### config.mk
export PLATFORM = sky130hd
export DESIGN_NAME = lock_key_sender
export DESIGN_NICKNAME = d
export VERILOG_FILES = /design/src/rtl/lock_key_sender.sv
export SDC_FILE = /design/constraint.sdc
export NUM_CORES = 1
export LEC_CHECK = 0
export BUFFER_PORTS_ARGS = -buffer_cell sky130_fd_sc_hd__buf_2
export CORE_MARGIN = 2
export CORE_UTILIZATION = 51
export CTS_BUF_LIST = sky130_fd_sc_hd__clkbuf_8
export CTS_CLUSTER_SIZE = 12
export DETAILED_ROUTE_END_ITERATION = 16
export PLACE_DENSITY = 0.76
export SYNTH_ARGS = -nofsm -noshare
export SYNTH_HDL_FRONTEND = slang
export SYNTH_SLANG_ARGS = --single-unit
### constraint.sdc
create_clock -name clk -period 1.3 [get_ports clk]
set_input_delay 0.065 -clock clk [delete_from_list [all_inputs] [get_ports clk]]
set_output_delay 0.065 -clock clk [all_outputs]
set_load 0.05 [all_outputs]
### src/rtl/lock_key_sender.sv
// Serial key sender for lock_fsm: clears the lock, shifts a code in MSB first,
// then waits for the lock's verdict and reports pass, fail or timeout.
module lock_key_sender #(
    parameter int KEY_BITS  = 3,
    parameter int GAP       = 2,
    parameter int RESP_WAIT = 4
) (
    input  logic                clk,
    input  logic                reset,
    input  logic                start,
    input  logic [KEY_BITS-1:0] code,
    input  logic                lock_unlock,
    input  logic                lock_error,
    output logic                enter,
    output logic                keyin,
    output logic                valid,
    output logic                lock_reset,
    output logic                busy,
    output logic                done,
    output logic                pass,
    output logic                fail,
    output logic                timeout
);

    localparam int IW = (KEY_BITS > 1) ? $clog2(KEY_BITS) : 1;

    typedef enum logic [2:0] {
        IDLE, CLR, ENT, BIT, GAPW, RESP
    } state_t;

    state_t              state_q, state_d;
    logic [KEY_BITS-1:0] code_q, code_d;
    logic [IW-1:0]       idx_q, idx_d;
    logic                last_q, last_d;
    logic [3:0]          cnt_q, cnt_d;
    logic                done_q, done_d;
    logic                pass_q, pass_d;
    logic                fail_q, fail_d;
    logic                to_q, to_d;

    always_ff @(posedge clk or posedge reset) begin
        if (reset) begin
            state_q <= IDLE;
            code_q  <= '0;
            idx_q   <= '0;
            last_q  <= 1'b0;
            cnt_q   <= '0;
            done_q  <= 1'b0;
            pass_q  <= 1'b0;
            fail_q  <= 1'b0;
            to_q    <= 1'b0;
        end else begin
            state_q <= state_d;
            code_q  <= code_d;
            idx_q   <= idx_d;
            last_q  <= last_d;
            cnt_q   <= cnt_d;
            done_q  <= done_d;
            pass_q  <= pass_d;
            fail_q  <= fail_d;
            to_q    <= to_d;
        end
    end

    always_comb begin
        state_d = state_q;
        code_d  = code_q;
        idx_d   = idx_q;
        last_d  = last_q;
        cnt_d   = cnt_q;
        done_d  = 1'b0;
        pass_d  = pass_q;
        fail_d  = fail_q;
        to_d    = to_q;
        case (state_q)
            IDLE: begin
                if (start) begin
                    code_d  = code;
                    pass_d  = 1'b0;
                    fail_d  = 1'b0;
                    to_d    = 1'b0;
                    idx_d   = IW'(KEY_BITS - 1);
                    last_d  = 1'b0;
                    state_d = CLR;
                end
            end
            CLR: state_d = ENT;
            ENT: begin
                cnt_d   = '0;
                state_d = last_q ? RESP : BIT;
            end
            BIT: begin
                // last_q marks that the final key bit has gone out
                if (idx_q == '0) last_d = 1'b1;
                else             idx_d  = idx_q - 1'b1;
                cnt_d   = '0;
                state_d = (GAP == 0) ? ENT : GAPW;
            end
            GAPW: begin
                cnt_d = cnt_q + 1'b1;
                if (cnt_q == 4'(GAP - 1)) state_d = ENT;
            end
            RESP: begin
                if (lock_error) begin
                    fail_d  = 1'b1;
                    done_d  = 1'b1;
                    state_d = IDLE;
                end else if (lock_unlock) begin
                    pass_d  = 1'b1;
                    done_d  = 1'b1;
                    state_d = IDLE;
                end else if (cnt_q == 4'(RESP_WAIT - 1)) begin
                    to_d    = 1'b1;
                    done_d  = 1'b1;
                    state_d = IDLE;
                end else begin
                    cnt_d = cnt_q + 1'b1;
                end
            end
            default: state_d = IDLE;
        endcase
    end

    assign enter      = (state_q == ENT);
    assign keyin      = (state_q == BIT) & code_q[idx_q];
    assign lock_reset = (state_q == CLR);
    assign valid      = (state_q != IDLE);
    assign busy       = (state_q != IDLE);
    assign done       = done_q;
    assign pass       = pass_q;
    assign fail       = fail_q;
    assign timeout    = to_q;

endmodule

==> flow_summary.yaml <==
routing:
  drt_iter0_markers: 50
  drt-vias-per-instance: 6.21
  first_pass_iters: 4
  drc: 0
  ant_nets: 0
  routed_wirelength_mm: 3.59
  num_vias: 1111
  wl_per_cell_um: 20.1
clock_network:
  cts.path.max_buffers: 2
  numCtsBuffers: 3
  root_buffer: "clkbuf_8"
  cts.sinks: 17
  cts_tree: "done"
  clkTransAtPathRegs_ns: 0.07
  ctsHtreeMaxLevel: 1
  clk_latency_ns: 0.25
global_route:
  grt_usage_pct: 31.0
  grt_pass1_wl_mm: 4.91
  grt_pass1_vias: 1034
  grt-ovfl-total: 0
  antenna_found_initial: 0
  grt_max_degree: 18
placed_design:
  gp_congestion: 0.867
  dpl_cell_area_um2: 1220
  dpl.hpwl_mm: 1.77
  port-buffer-count: 16
finish:
  final_nets: 166
  final_cell_mix: "buf_4 (26), dfrtp_1 (12), buf_2 (11), buf_6 (11)"
  area_growth_pct: 60.2
  drive_gt1_share_pct: 56.5
  final_area_um2: 1600
  final_common_cell: "buf_4"
  antenna_cells: 0
power_and_ir_drop:
  p_int_w: 0.00210
  power.total_w: 0.00379
  p_leak_nw: 0.765
  sequentialPowerShare_pct: 24.4
  p_per_area_nw_per_um2: 2370
  switching_power_w: 0.00169
  p_comb_share_pct: 65.0
  power_switching_share_pct: 44.6
  pwr-share-clk_pct: 10.6
  ir_worst_vdd_uv: 1800
yosys:
  synth.distinct_cells: 42
  yosys.area_share.simple_pct: 24.6
  post_synth.cell_area_avg_um2: 9.78
  synth_fa_ha_area_share_pct: 3.76
  ys_warn_count: 0
  syn_nets: 113
  synth_top_family_by_area: "simple AND/OR/NAND/NOR gates"
  synth_edf_count: 0
  ys_seq_area_share_pct: 42.7
  async_reset_ff_share_pct: 100
  synthMuxAreaShare_pct: 1.00
  synth_top_flop_cell: "dfrtp_1"
  ys_ff_latch: 17
  synth-compound-area-share_pct: 21.1
  synth_xor_area_share_pct: 0
  syn_inst: 102
  synthesis.area_um2: 997
floorplan:
  die_w_um: 48.2
  core_um2: 1780
  rows: 15
  die_y_um: 48.2
  start_util_pct: 55.9
  dieArea_um2: 2330
  pin_count: 17
timing:
  finalSetupViolCount: 21
  whs_ns: 0.0253
  rsz0062_at_grt: "true"
  final.period_utilization_pct: 113
  fin_ws_ns: -0.165
  fmax_mhz: 682
  finalHoldViolCount: 0
  fin_skew_ns: 0.00320
  slew_headroom_pct: 72.6
  tightestPinTransition_ns: 0.409
  finalMaxSlewViolations: 0
  period_minus_slack_ns: 1.47
setup_path:
  path_class: "reg -> reg"
  slowest_delay_ns: 0.41
  path_max_fanout: 3
  crit_slowest_cell: "dfrtp_1"
  critPathCaptureType: "flip-flop"
  cp.arrival_ns: 1.65
  startpoint_type: "flip-flop"
  required_ns: 1.49
  crit_family: "compound AO/OA/AOI/OAI gates"
  path_buf_inv: 0
  worstPathCellList: "ha_2 -> and4bb_2 -> o41ai_1 -> a21o_1"
flow_run:
  maxCapViolCount: 0
hold_path:
  hp-class: "in -> reg"
outcome:
  status: "complete, but fails checks"
  violations: "setup timing"
-- power groups by stage --
stage / registers (W) / clock network, W / logic [W]
after global routing: 0.000934 / 0.000422 / 0.00258
final: 0.000924 / 0.000402 / 0.00247
after CTS: 0.000885 / 0.000396 / 0.00213
after detailed placement: 0.000895 / 0 / 0.00158
after global placement: 0.000879 / 0 / 0.00152
after floorplan: 0.000943 / 0 / 0.00104
-- path summary, 6_finish.rpt --
| kind | from | to | slack [ns] | cells past startpoint |
|---|---|---|---|---|
| hold reg to reg | fail | fail | 0.50 | 2 |
| max in group asynchronous | reset | state_q[1] | 0.73 | 4 |
| min in group asynchronous | reset | code_q[0] | 0.36 | 4 |
| setup reg to reg | cnt_q[0] | cnt_q[0] | -0.17 | 4 |
| setup / recovery | cnt_q[0] | cnt_q[0] | -0.17 | 4 |
| hold / removal | code[0] | code_q[0] | 0.03 | 3 |
-- stage by stage --
stage,setup TNS [ns],instances,worst slack (ns),util [%]
after global placement,-0.399,155,-0.0795,68.6
after global routing,-2.49,179,-0.196,89.6
after detailed placement,-0.828,155,-0.145,68.6
after CTS,-1.14,175,-0.140,84.8
after floorplan,-0.631,102,-0.108,-
final,-1.86,179,-0.165,89.6
-- per-layer routing --
layer	vias up	part of all wire [%]	track usage, %
li1	483	-	-
met4	0	1.5	14.6
met3	8	9.4	6.67
met5	-	0	0
met2	77	49	48.9
met1	543	40	40.4
-- cell families (layout without fill, tap and decap cells) --
group | Yosys count | in the layout
compound gates | 26 | 26
fa+ha+maj | 3 | 3
buf+inv | 13 | 65
flops | 17 | 17
mux | 1 | 1
simple gates | 42 | 42
-- Yosys cell counts, types with 3 or more instances --
cell      instances  area share, %
ha_1              3            3.8
a2111o_1          3            3.4
inv_1             6            2.3
nand2_1          14            5.3
o21ai_0           3            1.5
dfrtp_1          17             43
nor2_1            4            1.5
nand3_1           6            3.0
a21oi_1           3            1.5
-- final cells by class --
cell class | instances | area, µm²
clock buffer | 3 | 41.3
clock inverter | 1 | 5.00
fill | 74 | 185
inverter | 7 | 31.3
multi-input combinational | 72 | 608
sequential | 17 | 432
tap | 25 | 31.3
timing repair buffer | 54 | 449
-- registers in the layout, summed over array words and instances, names as in the netlist --
name,count
cnt_q,4
code_q,3
state_q,3
idx_q,2
done,1
fail,1
last_q,1
pass,1
timeout,1
-- tightest hold or removal path, delay by kind of cell --
family                 cells  cell delay, ns
buffers and inverters      1            0.09
and+or+nand+nor            2            0.09
-- repair_timing --
action / CTS / global route
hold buffers: 3 / 0
pin swaps: 14 / 14
setup buffers: 13 / 4
endpoints found under the hold margin: 19 / 0
setup endpoints to repair: 19 / 22
gates resized for setup: 35 / 16
Note: power is estimated with default switching activity, not from simulation.
